`config.mk`:
```
export PLATFORM = sky130hd
export DESIGN_NAME = fetch_sequencer
export DESIGN_NICKNAME = d
export VERILOG_FILES = /design/src/rtl/fetch_pkg.sv /design/src/rtl/fetch_sequencer.sv
export SDC_FILE = /design/constraint.sdc
export NUM_CORES = 1
export LEC_CHECK = 0
export ABC_AREA = 1
export ABC_CLOCK_PERIOD_IN_PS = 2500
export CAP_MARGIN = 20
export CORE_MARGIN = 10
export CORE_UTILIZATION = 25
export CTS_BUF_LIST = sky130_fd_sc_hd__clkbuf_16
export DETAILED_ROUTE_END_ITERATION = 10
export PLACE_DENSITY = 0.51
export SYNTH_ARGS = -nofsm -noshare
export SYNTH_HDL_FRONTEND = slang
export SYNTH_SLANG_ARGS = --single-unit
```
`constraint.sdc`:
```
create_clock -name clk -period 2.5 [get_ports clk]
set_input_delay 0.5 -clock clk [delete_from_list [all_inputs] [get_ports clk]]
set_output_delay 0.5 -clock clk [all_outputs]
set_load 0.01 [all_outputs]
```
`src/rtl/fetch_pkg.sv`:
```
// Shared types and constants for the instruction fetch sequencer.
package fetch_pkg;

  typedef enum logic [1:0] {
    ST_IDLE   = 2'd0,
    ST_RUN    = 2'd1,
    ST_HALTED = 2'd2
  } fetch_state_t;

  localparam int PC_STEP   = 4;
  localparam int INSTR_NOP = 0;

endpackage

```
`src/rtl/fetch_sequencer.sv`:
```
// PC sequencer + one-entry fetch buffer; FETCH_HALT_ON_ZERO_EN halts on an all-zero ROM word.
// Latency: ROM word at pc appears on instr one cycle after pc is on rom_addr; 1 instr/cycle sustained.
// Backpressure: instr_valid & !instr_ready holds instr, instr_pc and pc; redirect flushes regardless.
module fetch_sequencer
  import fetch_pkg::*;
#(
  parameter int                       ADDRESS_WIDTH = 8,
  parameter int                       DATA_WIDTH    = 32,
  parameter logic [ADDRESS_WIDTH-1:0] RESET_PC      = '0,
  parameter int                       COUNT_WIDTH   = 16
) (
  input  logic                     clk,
  input  logic                     reset,
  input  logic                     run,
  output logic [ADDRESS_WIDTH-1:0] rom_addr,
  input  logic [DATA_WIDTH-1:0]    rom_data,
  output logic                     instr_valid,
  input  logic                     instr_ready,
  output logic [DATA_WIDTH-1:0]    instr,
  output logic [ADDRESS_WIDTH-1:0] instr_pc,
  input  logic                     redirect_valid,
  input  logic [ADDRESS_WIDTH-1:0] redirect_pc,
  output logic                     halted,
  output logic [COUNT_WIDTH-1:0]   fetch_count
);

  localparam logic [ADDRESS_WIDTH-1:0] PC_RESET = {RESET_PC[ADDRESS_WIDTH-1:2], 2'b00};

  fetch_state_t                 state_q, state_d;
  logic [ADDRESS_WIDTH-1:0]     pc_q;
  logic                         instr_valid_q;
  logic [DATA_WIDTH-1:0]        instr_q;
  logic [ADDRESS_WIDTH-1:0]     instr_pc_q;
  logic [COUNT_WIDTH-1:0]       fetch_count_q;

  logic accept;
  logic redirect_take;
  logic fetch_ok;
  logic halt_hit;
  logic capture;

  always_comb begin
    accept        = instr_valid_q & instr_ready;
    redirect_take = redirect_valid & (state_q != ST_HALTED);
    fetch_ok      = (state_q == ST_RUN) & run & (~instr_valid_q | instr_ready) & ~redirect_valid;
`ifdef FETCH_HALT_ON_ZERO_EN
    halt_hit      = fetch_ok & (rom_data == DATA_WIDTH'(INSTR_NOP));
`else
    halt_hit      = 1'b0;
`endif
    capture       = fetch_ok & ~halt_hit;
  end

  always_comb begin
    state_d = state_q;
    case (state_q)
      ST_IDLE: if (run) state_d = ST_RUN;
      ST_RUN: begin
        if (halt_hit)  state_d = ST_HALTED;
        else if (!run) state_d = ST_IDLE;
      end
      ST_HALTED: state_d = ST_HALTED;
      default:   state_d = ST_IDLE;
    endcase
  end

  always_ff @(posedge clk or posedge reset) begin
    if (reset) state_q <= ST_IDLE;
    else       state_q <= state_d;
  end

  // Redirect wins over capture and consume: the buffered word is dropped even if accepted.
  always_ff @(posedge clk or posedge reset) begin
    if (reset) begin
      pc_q          <= PC_RESET;
      instr_valid_q <= 1'b0;
      instr_q       <= DATA_WIDTH'(INSTR_NOP);
      instr_pc_q    <= '0;
    end else if (redirect_take) begin
      pc_q          <= {redirect_pc[ADDRESS_WIDTH-1:2], 2'b00};
      instr_valid_q <= 1'b0;
    end else if (capture) begin
      pc_q          <= pc_q + ADDRESS_WIDTH'(PC_STEP);
      instr_valid_q <= 1'b1;
      instr_q       <= rom_data;
      instr_pc_q    <= pc_q;
    end else if (accept) begin
      instr_valid_q <= 1'b0;
    end
  end

  always_ff @(posedge clk or posedge reset) begin
    if (reset)       fetch_count_q <= '0;
    else if (accept) fetch_count_q <= fetch_count_q + 1'b1;
  end

`ifdef FETCH_HALT_ON_ZERO_EN
  logic halted_q;
  always_ff @(posedge clk or posedge reset) begin
    if (reset)         halted_q <= 1'b0;
    else if (halt_hit) halted_q <= 1'b1;
  end
  assign halted = halted_q;
`else
  assign halted = 1'b0;
`endif

  assign rom_addr    = pc_q;
  assign instr_valid = instr_valid_q;
  assign instr       = instr_q;
  assign instr_pc    = instr_pc_q;
  assign fetch_count = fetch_count_q;

endmodule

```
Word level (Yosys, flattened, before mapping)
Cells that the tools add are included.
- eq/ne operators: 5
- mux-type cells: 8
- bitwise logic cells: 9
- add/subtract/negate cells: 2
- reductions and logical operators: 5
- operators with widths (operator ; count):
    $add 16x1->16 const B ; 1
    $mux 8 ; 2
    $add 8x3->8 const B ; 1
    $ne 2x2->1 const B ; 3
    $pmux 2 s3 ; 1
    $and 1x1->1 ; 5
    $mux 2 ; 2
    $reduce_and 2->1 ; 2
    $mux 1 ; 3
    $not 1->1 ; 3
    $reduce_bool 3->1 ; 1
    $eq 2x1->1 const B ; 1
    $eq 2x2->1 const B ; 1
    $logic_not 2->1 ; 1
    $reduce_bool 2->1 ; 1
    $or 1x1->1 ; 1
- logic and storage cells: 35
- input port bits: 45
- output and inout bits: 66
- register bits: 67

Longest topological paths before layout
Gate-level depths: netlist of the first run.
- word-level depth: 6
- depth in mapped cells: 8

Worst setup path before layout of the first run
OpenSTA, ideal clock, no wires.
- path kind: register to register
- from: reg fetch_count_q[1], in the netlist fetch_count[1]
- to: reg fetch_count_q[14], in the netlist fetch_count[14]
- clock period less this slack: 1.321 ns
- path slack: 1.179 ns
- stages on the path, launching flop included: 7
- setup time: 0.123 ns
- arrival time: 1.198 ns
- cell sequence: dfrtp_1 > ha_1 > nand3_1 > nor2_2 > nand4_1 > o21ai_0 > nand2_1
- word-level cells in the longest chain between the ends: 1
- RTL lines (what ; line ; source):
    start: declaration ; fetch_sequencer.sv:34 ; logic [COUNT_WIDTH-1:0] fetch_count_q;
    start signal: assignment ; fetch_sequencer.sv:94 ; else if (accept) fetch_count_q <= fetch_count_q + 1'b1;
    $add 16x1->16 ; fetch_sequencer.sv:94 ;
Every way passes these cells.
A chain may end at the register's enable or synchronous reset.

Worst setup path after layout of the first run
- from: reg pc_q[4], in the netlist rom_addr[4]
- to: out rom_addr[4]
- RTL lines (what ; line ; source):
    start: declaration ; fetch_sequencer.sv:30 ; logic [ADDRESS_WIDTH-1:0] pc_q;
    start signal: assignment ; fetch_sequencer.sv:80 ; pc_q <= {redirect_pc[ADDRESS_WIDTH-1:2], 2'b00};
    start signal: assignment ; fetch_sequencer.sv:83 ; pc_q <= pc_q + ADDRESS_WIDTH'(PC_STEP);
    end: declaration ; fetch_sequencer.sv:15 ; output logic [ADDRESS_WIDTH-1:0] rom_addr,
No word-level cell between the ends.

==> flow_metrics.tcl, run 1 <==
set metrics [dict create \
    synth.cell_area_um2 2760 \
    drc 0 \
    initial_core_utilization_pct 25.4 \
    drive_gt1_share_pct 7.11 \
    outcome "completed" \
    critical_path.max_fanout 6 \
    post_route_cell_area_um2 4220 \
    globalRoute.totalOverflow 0 \
    clockPowerShare_pct 33.1 \
    critical_path.top_delay_family "buffers and inverters" \
    layout.nets 479 \
    setup-tns-final_ns 0 \
    grt_start_max_net_pins 41 \
    post-cts-setup-buffer-count 0 \
    flow.area_growth_from_synthesis_pct 53.0 \
    total_number_of_vias 2332 \
    grt_util_all_layers_pct 9.72 \
    worst_setup_path_end_kind "output pin" \
    crit-reg2reg-launch "fetch_count[1]" \
    path_clk_slew_ns 0.05 \
    synthesis.yosys.warnings 0 \
    post_cts_resize_count 0 \
    number_of_enable_type_register_cells_in_the_synthesized_netlist 0 \
    htree_levels 3 \
    tightest_slew_ns 0.521 \
    synth-seq-cells 63 \
    hp-class "register to register" \
    period_utilization_post_route_pct 74.2 \
    vias_per_cell 4.05 \
    drt_iter0_markers 117 \
    cellPowerDensity_nw_per_um2 839 \
    post_cts_hold_buffer_count 0 \
    timing.critical_path.arrival_ns 1.36 \
    timing.max_slew.rel_slack_pct 65.3 \
    sequential_power_share_pct 39.7 \
    p_int_mw 2.54 \
    worstSkewPairLatency_ns 0.32 \
    tritoncts_clock_tree "done" \
    design_power_total_mw 3.54 \
    power.leakage_nw 2.01 \
    max-clock-path-buffers 2 \
    grt_antenna_before_repair 0 \
    wl_per_cell_um 13.2 \
    clockRootBuffer "sky130_fd_sc_hd__clkbuf_16" \
    ys_async_sr_fraction_pct 100 \
    final.hold.worst_slack_ns 0.468 \
    grt_pass1_wl_mm 12.5 \
    critPathKind "register to output pin" \
    critPathBufInv 1 \
    power.net_switching_mw 0.995 \
    whs_path_depth 2 \
    critPathSlowestCell "sky130_fd_sc_hd__clkdlybuf4s50_1" \
    setup.reg_to_reg.worst_slack_ns 1.04 \
    core_region_area_um2 10800 \
    maximum_clock_frequency_mhz 539 \
    dr_wl_met3_um 649 \
    synthesis.instances 321 \
    tritoncts.num_buffers 9 \
    insertedDiodeCount 0 \
    met1_length_mm 3.32 \
    whs_endpoint "instr[5]" \
    worst_path_largest_cell_delay_ns 0.59 \
    swShare_pct 28.1 \
    port-buffer-count 103 \
    num-fill-cells 1120 \
    timing.critical_path.from_type "register" \
    die_height_um 125 \
    drt.antenna.violating_nets 0 \
    worstHoldStart "instr[5]" \
    top_level_ports 111 \
    final_hpwl_dp_mm 5.77 \
    die_area_um2 15600 \
    period_minus_slack_ns 1.86 \
    report.final.slew_viol_count 0 \
    numClockSinks 63 \
    first_global_vias 2402 \
    routed_length_on_met2_mm 3.51 \
    worst_ir_drop_vdd_mv 0.393 \
    timing.rr.end "fetch_count[14]" \
    grt_setup_unrepaired "no" \
    postRouteWirelength_mm 7.62 \
    top_layer "met4" \
    detailedRoute.firstPassIterationCount 4 \
    critPathRequiredTime_ns 2.00 \
    part_of_the_power_in_combinational_logic_pct 27.2 \
    synth_seq_area_share_pct 57.2 \
    placementRows 38 \
    gp_routability_congestion 0.773 \
    worstSetupPathDepth 1 \
    rr_worst_depth 6 \
    setup_viol_count_final 0 \
    syn_avg_cell_area_um2 8.59 \
    final_hold_viol_count 0 \
    synth_flop_cell "sky130_fd_sc_hd__dfrtp_1" \
    setup_ws_ns 0.644 \
    crit_chain "clkdlybuf4s50_1" \
    final_skew_ns 0.00822 \
    chipWidth_um 125 \
    synth.lib_cells_used.distinct 26 \
    dpl_cell_area_um2 3940 \
    timing.max_cap.violations 0 \
    post-place-ws_ns 0.458 \
]
-- power by group through the flow --
stage	Combinational [mW]	Sequential, mW	Clock [mW]
6_report	0.961	1.41	1.17
5_1_grt	1.07	1.44	1.26
4_1_cts	0.990	1.41	1.22
3_5_place_dp	0.988	1.42	0
3_3_place_gp	0.982	1.42	0
2_1_floorplan	0.279	1.51	0
-- registers in the layout (all words and copies together), names as in the netlist --
name	flops
state_q	2
fetch_count	16
rom_addr	6
instr	32
instr_valid	1
instr_pc	6
-- metal layers --
metal  vias up  global-route usage, %
li1       1195                      -
met1      1060                   11.2
met2        66                   15.3
met3        11                   4.56
met4         0                   3.86
met5         -                      0
-- cell families (layout without fill, tap and decap cells) --
group           Yosys count  count (layout)  share of synthesized area, %
simple gates            197             197                          29.0
flops                    63              63                          57.2
buf+inv                  36             147                          6.62
xor+xnor                 12              12                          3.81
compound gates           10              10                          2.36
fa+ha+maj                 2               2                         0.907
other cells               1               5                         0.136
-- layout make-up --
cell class / instances / area (um^2) / share of cell area, %
sequential: 63 / 1580 / 37.4
timing repair buffer: 109 / 1090 / 25.8
multi-input combinational: 226 / 1010 / 24.0
clock buffer: 9 / 225 / 5.34
tap: 140 / 175 / 4.15
inverter: 23 / 86.3 / 2.05
clock inverter: 6 / 53.8 / 1.28
-- per-stage QoR --
stage          utilization (%)  std cells
6_report                  38.9        576
5_1_grt                   38.9        576
2_1_floorplan                -        325
3_3_place_gp              36.3        561
4_1_cts                   38.9        576
3_5_place_dp              36.3        561
-- worst max path at each step --
stage	start	end	slack, ns
after CTS	rom_addr[6]	rom_addr[6]	0.61
after global routing	rom_addr[6]	rom_addr[6]	0.56
after floorplan	reset	fetch_count[0]	0.43
after global placement	instr_ready	instr_pc[7]	0.47
after detailed placement	instr_ready	rom_addr[6]	0.46
final	rom_addr[4]	rom_addr[4]	0.64
-- cells in the final DEF, fill, tap and decap left out, types with 2 or more instances in the layout --
cell                              synthesis  routed
sky130_fd_sc_hd__nand2_1                155     155
sky130_fd_sc_hd__clkdlybuf4s50_1          0     103
sky130_fd_sc_hd__dfrtp_1                 63      63
sky130_fd_sc_hd__inv_1                   20      20
sky130_fd_sc_hd__nor2_1                  16      16
sky130_fd_sc_hd__nand3_1                 10      10
sky130_fd_sc_hd__clkbuf_16                0       9
sky130_fd_sc_hd__xnor2_1                  6       6
sky130_fd_sc_hd__xor2_1                   6       6
sky130_fd_sc_hd__nor2_2                   5       5
sky130_fd_sc_hd__nand4_1                  5       5
sky130_fd_sc_hd__conb_1                   1       5
sky130_fd_sc_hd__buf_4                    5       5
sky130_fd_sc_hd__inv_2                    3       4
sky130_fd_sc_hd__o21ai_0                  3       3
sky130_fd_sc_hd__o211ai_1                 2       2
sky130_fd_sc_hd__nor3_1                   2       2
sky130_fd_sc_hd__o21ai_1                  2       2
sky130_fd_sc_hd__ha_1                     2       2
sky130_fd_sc_hd__clkinv_1                 0       2
-- synth_stat cells (2+ instances only) --
library cell	n	share of area (%)
sky130_fd_sc_hd__o21ai_0	3	0.54
sky130_fd_sc_hd__nor2_1	16	2.2
sky130_fd_sc_hd__o21ai_1	2	0.36
sky130_fd_sc_hd__o211ai_1	2	0.54
sky130_fd_sc_hd__nor3_1	2	0.36
sky130_fd_sc_hd__xnor2_1	6	1.9
sky130_fd_sc_hd__dfrtp_1	63	57
sky130_fd_sc_hd__inv_1	20	2.7
sky130_fd_sc_hd__inv_2	3	0.41
sky130_fd_sc_hd__nand4_1	5	1.1
sky130_fd_sc_hd__xor2_1	6	1.9
sky130_fd_sc_hd__ha_1	2	0.91
sky130_fd_sc_hd__nor2_2	5	1.1
sky130_fd_sc_hd__buf_4	5	1.4
sky130_fd_sc_hd__buf_2	5	0.91
sky130_fd_sc_hd__buf_6	3	1.2
sky130_fd_sc_hd__nand3_1	10	1.8
sky130_fd_sc_hd__nand2_1	155	21
Power figures use the tool's default switching activity.
==> run 2: changes to the inputs <==
--- a/config.mk
+++ b/config.mk
@@ -6,13 +6,13 @@
 export NUM_CORES = 1
 export LEC_CHECK = 0
 export ABC_AREA = 1
-export ABC_CLOCK_PERIOD_IN_PS = 2500
+export ABC_CLOCK_PERIOD_IN_PS = 1600
 export CAP_MARGIN = 20
 export CORE_MARGIN = 10
 export CORE_UTILIZATION = 25
 export CTS_BUF_LIST = sky130_fd_sc_hd__clkbuf_16
 export DETAILED_ROUTE_END_ITERATION = 10
-export PLACE_DENSITY = 0.51
+export PLACE_DENSITY = 0.53
 export SYNTH_ARGS = -nofsm -noshare
 export SYNTH_HDL_FRONTEND = slang
 export SYNTH_SLANG_ARGS = --single-unit
==> constraint.sdc (replaced) <==
create_clock -name clk -period 1.6 [get_ports clk]
set_input_delay 0.32 -clock clk [delete_from_list [all_inputs] [get_ports clk]]
set_output_delay 0.32 -clock clk [all_outputs]
set_load 0.01 [all_outputs]
==> run 2 against run 1 <==
Against the previous run:
- register-to-register slack worse by 0.88 ns
- clock power up 71%
- first-iteration DRC count down 15%
- combinational power up 58%
- final cell count up 3.1%
- count of clock-buffer cells in the layout unchanged
- clock skew up 0.00092 ns
- worst setup slack worse by 0.59 ns
- hold slack worse by 0.16 ns
- critical path depth unchanged
- via count up 2.5%
- critical path type unchanged
- largest cell class unchanged
- highest routed layer unchanged
==> flow_metrics.tcl, run 2 (synthesized netlist as in run 1, its figures left out) <==
set metrics [dict create \
    postRouteWirelength_mm 7.81 \
    placementRows 38 \
    timing.max_cap.violations 0 \
    flow.area_growth_from_synthesis_pct 62.1 \
    period_minus_slack_ns 1.55 \
    chipWidth_um 125 \
    worst_path_largest_cell_delay_ns 0.56 \
    grt_start_max_net_pins 24 \
    top_level_ports 111 \
    post_layout_utilization_of_the_core_pct 41.2 \
    htree_levels 3 \
    largest_reg_flops 32 \
    crit_chain "clkdlybuf4s50_1" \
    outcome "completed" \
    setup_ws_ns 0.0488 \
    drt.antenna.violating_nets 0 \
    clockRootBuffer "sky130_fd_sc_hd__clkbuf_16" \
    setup_viol_count_final 0 \
    detailedRoute.firstPassIterationCount 4 \
    period_utilization_post_route_pct 96.9 \
    core_region_area_um2 10800 \
    layout.nets 496 \
    critPathKind "register to output pin" \
    post-place-ws_ns -0.165 \
    die_area_um2 15600 \
    numClockSinks 63 \
    grt_util_all_layers_pct 10.1 \
    post_cts_hold_buffer_count 0 \
    total_number_of_vias 2391 \
    grt_setup_unrepaired "no" \
    vias_per_cell 4.03 \
    critical_path.top_delay_family "buffers and inverters" \
    worst_ir_drop_vdd_mv 0.577 \
    ff_latch_area_um2 1580 \
    tritoncts.num_buffers 9 \
    wl_per_cell_um 13.1 \
    insertedDiodeCount 0 \
    critPathSlowestCell "sky130_fd_sc_hd__clkdlybuf4s50_1" \
    final_cell_mix "155 x sky130_fd_sc_hd__nand2_1, 73 x sky130_fd_sc_hd__clkdlybuf4s50_1, 60 x sky130_fd_sc_hd__dfrtp_1" \
    cellPowerDensity_nw_per_um2 1280 \
    setup-tns-final_ns 0 \
    port-buffer-count 103 \
    gp_routability_congestion 0.775 \
    drive_gt1_share_pct 11.2 \
    drc 0 \
    timing.critical_path.arrival_ns 1.23 \
    grt_pass1_wl_mm 13.2 \
    final-instance-count-excl-fill 594 \
    maximum_clock_frequency_mhz 645 \
    max-clock-path-buffers 2 \
    globalRoute.totalOverflow 0 \
    drt_iter0_markers 100 \
    setup.reg_to_reg.worst_slack_ns 0.16 \
    tritoncts_clock_tree "done" \
    design_power_total_mw 5.71 \
    report.final.slew_viol_count 0 \
    die_height_um 125 \
    first_global_vias 2585 \
    critical_path.max_fanout 2 \
    num-fill-cells 1109 \
    most_common_cell_after_layout_fill_and_taps_aside "sky130_fd_sc_hd__nand2_1" \
    worstSkewPairLatency_ns 0.32 \
    timing.critical_path.from_type "register" \
    final_hpwl_dp_mm 6.00 \
    critPathBufInv 1 \
    final_hold_viol_count 0 \
    critPathRequiredTime_ns 1.28 \
    initial_core_utilization_pct 25.4 \
    multiInputGateArea_um2 1010 \
    power.leakage_nw 2.34 \
    hp-class "input pin to async pin" \
    final_skew_ns 0.00914 \
    grt_antenna_before_repair 0 \
    worst_setup_path_end_kind "output pin" \
    dp_cells 576 \
    path_clk_slew_ns 0.06 \
]
## run 2: cell types whose count changed in the layout (fill, tap and decap cells not counted), sizes merged
| cell | change |
|---|---|
| buf | +17 |
| bufinv | +1 |
| clkdlybuf4s50 | -30 |
| dlygate4sd2 | +16 |
| dlymetal6s2s | +14 |
## run 2: layer usage
| metal | wire (um) | part of all wire (%) | GRT usage, % | vias to the layer above |
|---|---|---|---|---|
| met3 | 701 | 9.0 | 5.03 | 6 |
| met1 | 3250 | 42 | 11.4 | 1089 |
| met4 | 68 | 0.87 | 3.66 | 0 |
| met5 | 0 | 0 | 0 | - |
| li1 | - | - | - | 1231 |
| met2 | 3790 | 49 | 16.2 | 65 |
## run 2: power by group
part           internal [mW]  switching (mW)
Sequential              1.95           0.240
Clock                   1.34           0.660
Combinational          0.845           0.679
## run 2: worst paths after layout
path,to,startpoint,depth (start not counted)
min in group clk,instr[24],instr[24],2
worst min register to register,instr[24],instr[24],2
worst max-delay path,instr[13],instr[13],1
worst max register to register,fetch_count[14],fetch_count[1],6
worst min-delay path,instr[5],reset,2
max in group asynchronous,instr[19],reset,3
## run 2: area by class of cell
cell class,instances,area share (%)
clock buffers,9,5.04
clock inverters,7,1.79
inverters,23,2.02
multi-input cells,226,22.7
flip-flops and latches,63,35.3
well taps,140,3.92
repair buffers,126,29.2
## run 2: repair_timing
action	CTS	global route
endpoints found under the setup margin	18	14
buffers inserted	2	0
cloned	0	0
gates resized for setup	19	14
## run 2: through the flow
stage | instance area [um^2] | hold WS (ns)
global placement | 4130 | 0.453
finish | 4470 | 0.306
global route | 4470 | 0.344
floorplan | 2780 | 0.437
detailed placement | 4130 | 0.457
CTS | 4440 | 0.305
==> run 3: changes to the inputs <==
--- a/config.mk
+++ b/config.mk
@@ -8,7 +8,6 @@
 export ABC_AREA = 1
 export ABC_CLOCK_PERIOD_IN_PS = 1600
 export CAP_MARGIN = 20
-export CORE_MARGIN = 10
 export CORE_UTILIZATION = 25
 export CTS_BUF_LIST = sky130_fd_sc_hd__clkbuf_16
 export DETAILED_ROUTE_END_ITERATION = 10
==> run 3 against run 2 <==
Against the previous run:
- clock skew fell by 0.0028 ns
- worst setup slack barely moved
- final cell count did not move
- hold slack improved by 0.11 ns
- wire length fell by 12%
- combinational power barely moved
- global-route usage rose by 2.8 points
- sequential power barely moved
- sequential share of layout area rose by 0.55 points
- via count rose by 3.7%
- non-clock buffer count rose by 4
- largest power group unchanged
- highest routed layer unchanged
==> flow_metrics.tcl, run 3 (synthesized netlist as in run 1, its figures left out) <==
set metrics [dict create \
    outcome "completed" \
    worstSkewPairLatency_ns 0.32 \
    p_int_mw 3.99 \
    detailedRoute.firstPassIterationCount 4 \
    setup.reg_to_reg.worst_slack_ns 0.19 \
    top_layer "met4" \
    period_minus_slack_ns 1.55 \
    post-place-ws_ns -0.166 \
    hp-class "input pin to async pin" \
    critical_path.max_fanout 2 \
    insertedDiodeCount 0 \
    routed_length_on_met2_mm 3.14 \
    core_region_area_um2 10500 \
    report.final.slew_viol_count 0 \
    part_of_the_power_in_combinational_logic_pct 27.7 \
    die_height_um 107 \
    largest_reg_flops 32 \
    final.hold.worst_slack_ns 0.420 \
    setup_ws_ns 0.0489 \
    globalRoute.totalOverflow 0 \
    tritoncts_clock_tree "done" \
    worst_ir_drop_vdd_mv 0.534 \
    die_area_um2 11500 \
    final_cell_mix "155 x sky130_fd_sc_hd__nand2_1, 85 x sky130_fd_sc_hd__clkdlybuf4s50_1, 62 x sky130_fd_sc_hd__dfrtp_1" \
    critPathRequiredTime_ns 1.28 \
    drt_iter0_markers 66 \
    grt_antenna_before_repair 0 \
    grt_pass1_wl_mm 11.4 \
    vias_per_cell 4.18 \
    clockRootBuffer "sky130_fd_sc_hd__clkbuf_16" \
    dp_cells 571 \
    final_hpwl_dp_mm 5.06 \
    drive_gt1_share_pct 11.8 \
    placementRows 37 \
    power.net_switching_mw 1.55 \
    worst_setup_path_end_kind "output pin" \
    initial_core_utilization_pct 26.2 \
    wl_per_cell_um 11.6 \
    postRouteWirelength_mm 6.89 \
    critPathBufInv 1 \
    dr_wl_met3_um 537 \
    top_level_ports 111 \
    setup-tns-final_ns 0 \
    path_clk_slew_ns 0.05 \
    rr_worst_depth 6 \
    timing.critical_path.arrival_ns 1.23 \
    port-buffer-count 103 \
    timing.max_cap.violations 0 \
    most_common_cell_after_layout_fill_and_taps_aside "sky130_fd_sc_hd__nand2_1" \
    flow.area_growth_from_synthesis_pct 59.4 \
    critPathSlowestCell "sky130_fd_sc_hd__clkdlybuf4s50_1" \
    grt_start_max_net_pins 64 \
    chipWidth_um 107 \
    num-fill-cells 1065 \
    max-clock-path-buffers 2 \
    post_cts_hold_buffer_count 0 \
    grt_util_all_layers_pct 12.9 \
    met1_length_mm 3.10 \
    critical_path.top_delay_family "buffers and inverters" \
    timing.rr.end "fetch_count[14]" \
    setup_viol_count_final 0 \
    cellPowerDensity_nw_per_um2 1260 \
    crit_chain "clkdlybuf4s50_1" \
    layout.nets 500 \
    maximum_clock_frequency_mhz 645 \
    drc 0 \
    numClockSinks 63 \
    tritoncts.num_buffers 9 \
    final_hold_viol_count 0 \
    final_skew_ns 0.00633 \
    period_utilization_post_route_pct 96.9 \
    clockPowerShare_pct 33.1 \
    critPathKind "register to output pin" \
    crit-reg2reg-launch "fetch_count[1]" \
    dpl_cell_area_um2 4060 \
    drt.antenna.violating_nets 0 \
    power.leakage_nw 2.23 \
    total_number_of_vias 2480 \
    sequential_power_share_pct 39.2 \
    post_route_cell_area_um2 4400 \
    timing.critical_path.from_type "register" \
    htree_levels 3 \
    grt_setup_unrepaired "no" \
    final-instance-count-excl-fill 594 \
    first_global_vias 2402 \
    worst_path_largest_cell_delay_ns 0.55 \
    gp_routability_congestion 0.750 \
    swShare_pct 28.0 \
]
[run 3: layout make-up]
type / instances / area [um^2] / share of cell area [%]
clock buffer: 9 / 225 / 5.12
clock inverter: 7 / 56.3 / 1.28
inverter: 23 / 90.1 / 2.05
multi-input combinational: 226 / 1010 / 23.1
sequential: 63 / 1580 / 35.9
tap: 136 / 170 / 3.87
timing repair buffer: 130 / 1260 / 28.7
[run 3: how the worst max path moves through the flow]
stage	startpoint	end	slack [ns]	cells past startpoint
after floorplan	fetch_count[1]	fetch_count[14]	0.28	6
after global placement	instr_ready	instr_pc[2]	-0.15	8
after detailed placement	instr_ready	instr[13]	-0.17	8
after CTS	rom_addr[7]	rom_addr[7]	0.004	1
after global routing	fetch_count[4]	fetch_count[4]	0.006	1
final	instr[20]	instr[20]	0.05	1
[run 3: repair_timing]
item | in CTS | in global routing
endpoints found under the setup margin | 18 | 7
buffers inserted | 7 | 0
resized for setup | 12 | 7
[run 3: per-stage QoR]
| stage | utilization (%) | total power [mW] |
|---|---|---|
| 2_1_floorplan | - | 2.79 |
| 3_3_place_gp | 38.6 | 3.75 |
| 3_5_place_dp | 38.6 | 3.77 |
| 4_1_cts | 41.7 | 5.65 |
| 5_1_grt | 41.8 | 5.89 |
| 6_report | 41.8 | 5.55 |
[run 3: power by group through the flow]
stage | Clock [mW] | Combinational (mW) | Sequential, mW
final | 1.84 | 1.54 | 2.17
after global routing | 1.97 | 1.69 | 2.23
after CTS | 1.90 | 1.57 | 2.18
after detailed placement | 0 | 1.55 | 2.21
after global placement | 0 | 1.54 | 2.21
after floorplan | 0 | 0.437 | 2.36
[run 3: routing by layer]
layer / vias up / track usage, %
met3: 9 / 4.56
met4: 0 / 5.28
met5: - / 0
li1: 1239 / -
met1: 1157 / 16.2
met2: 75 / 20.2
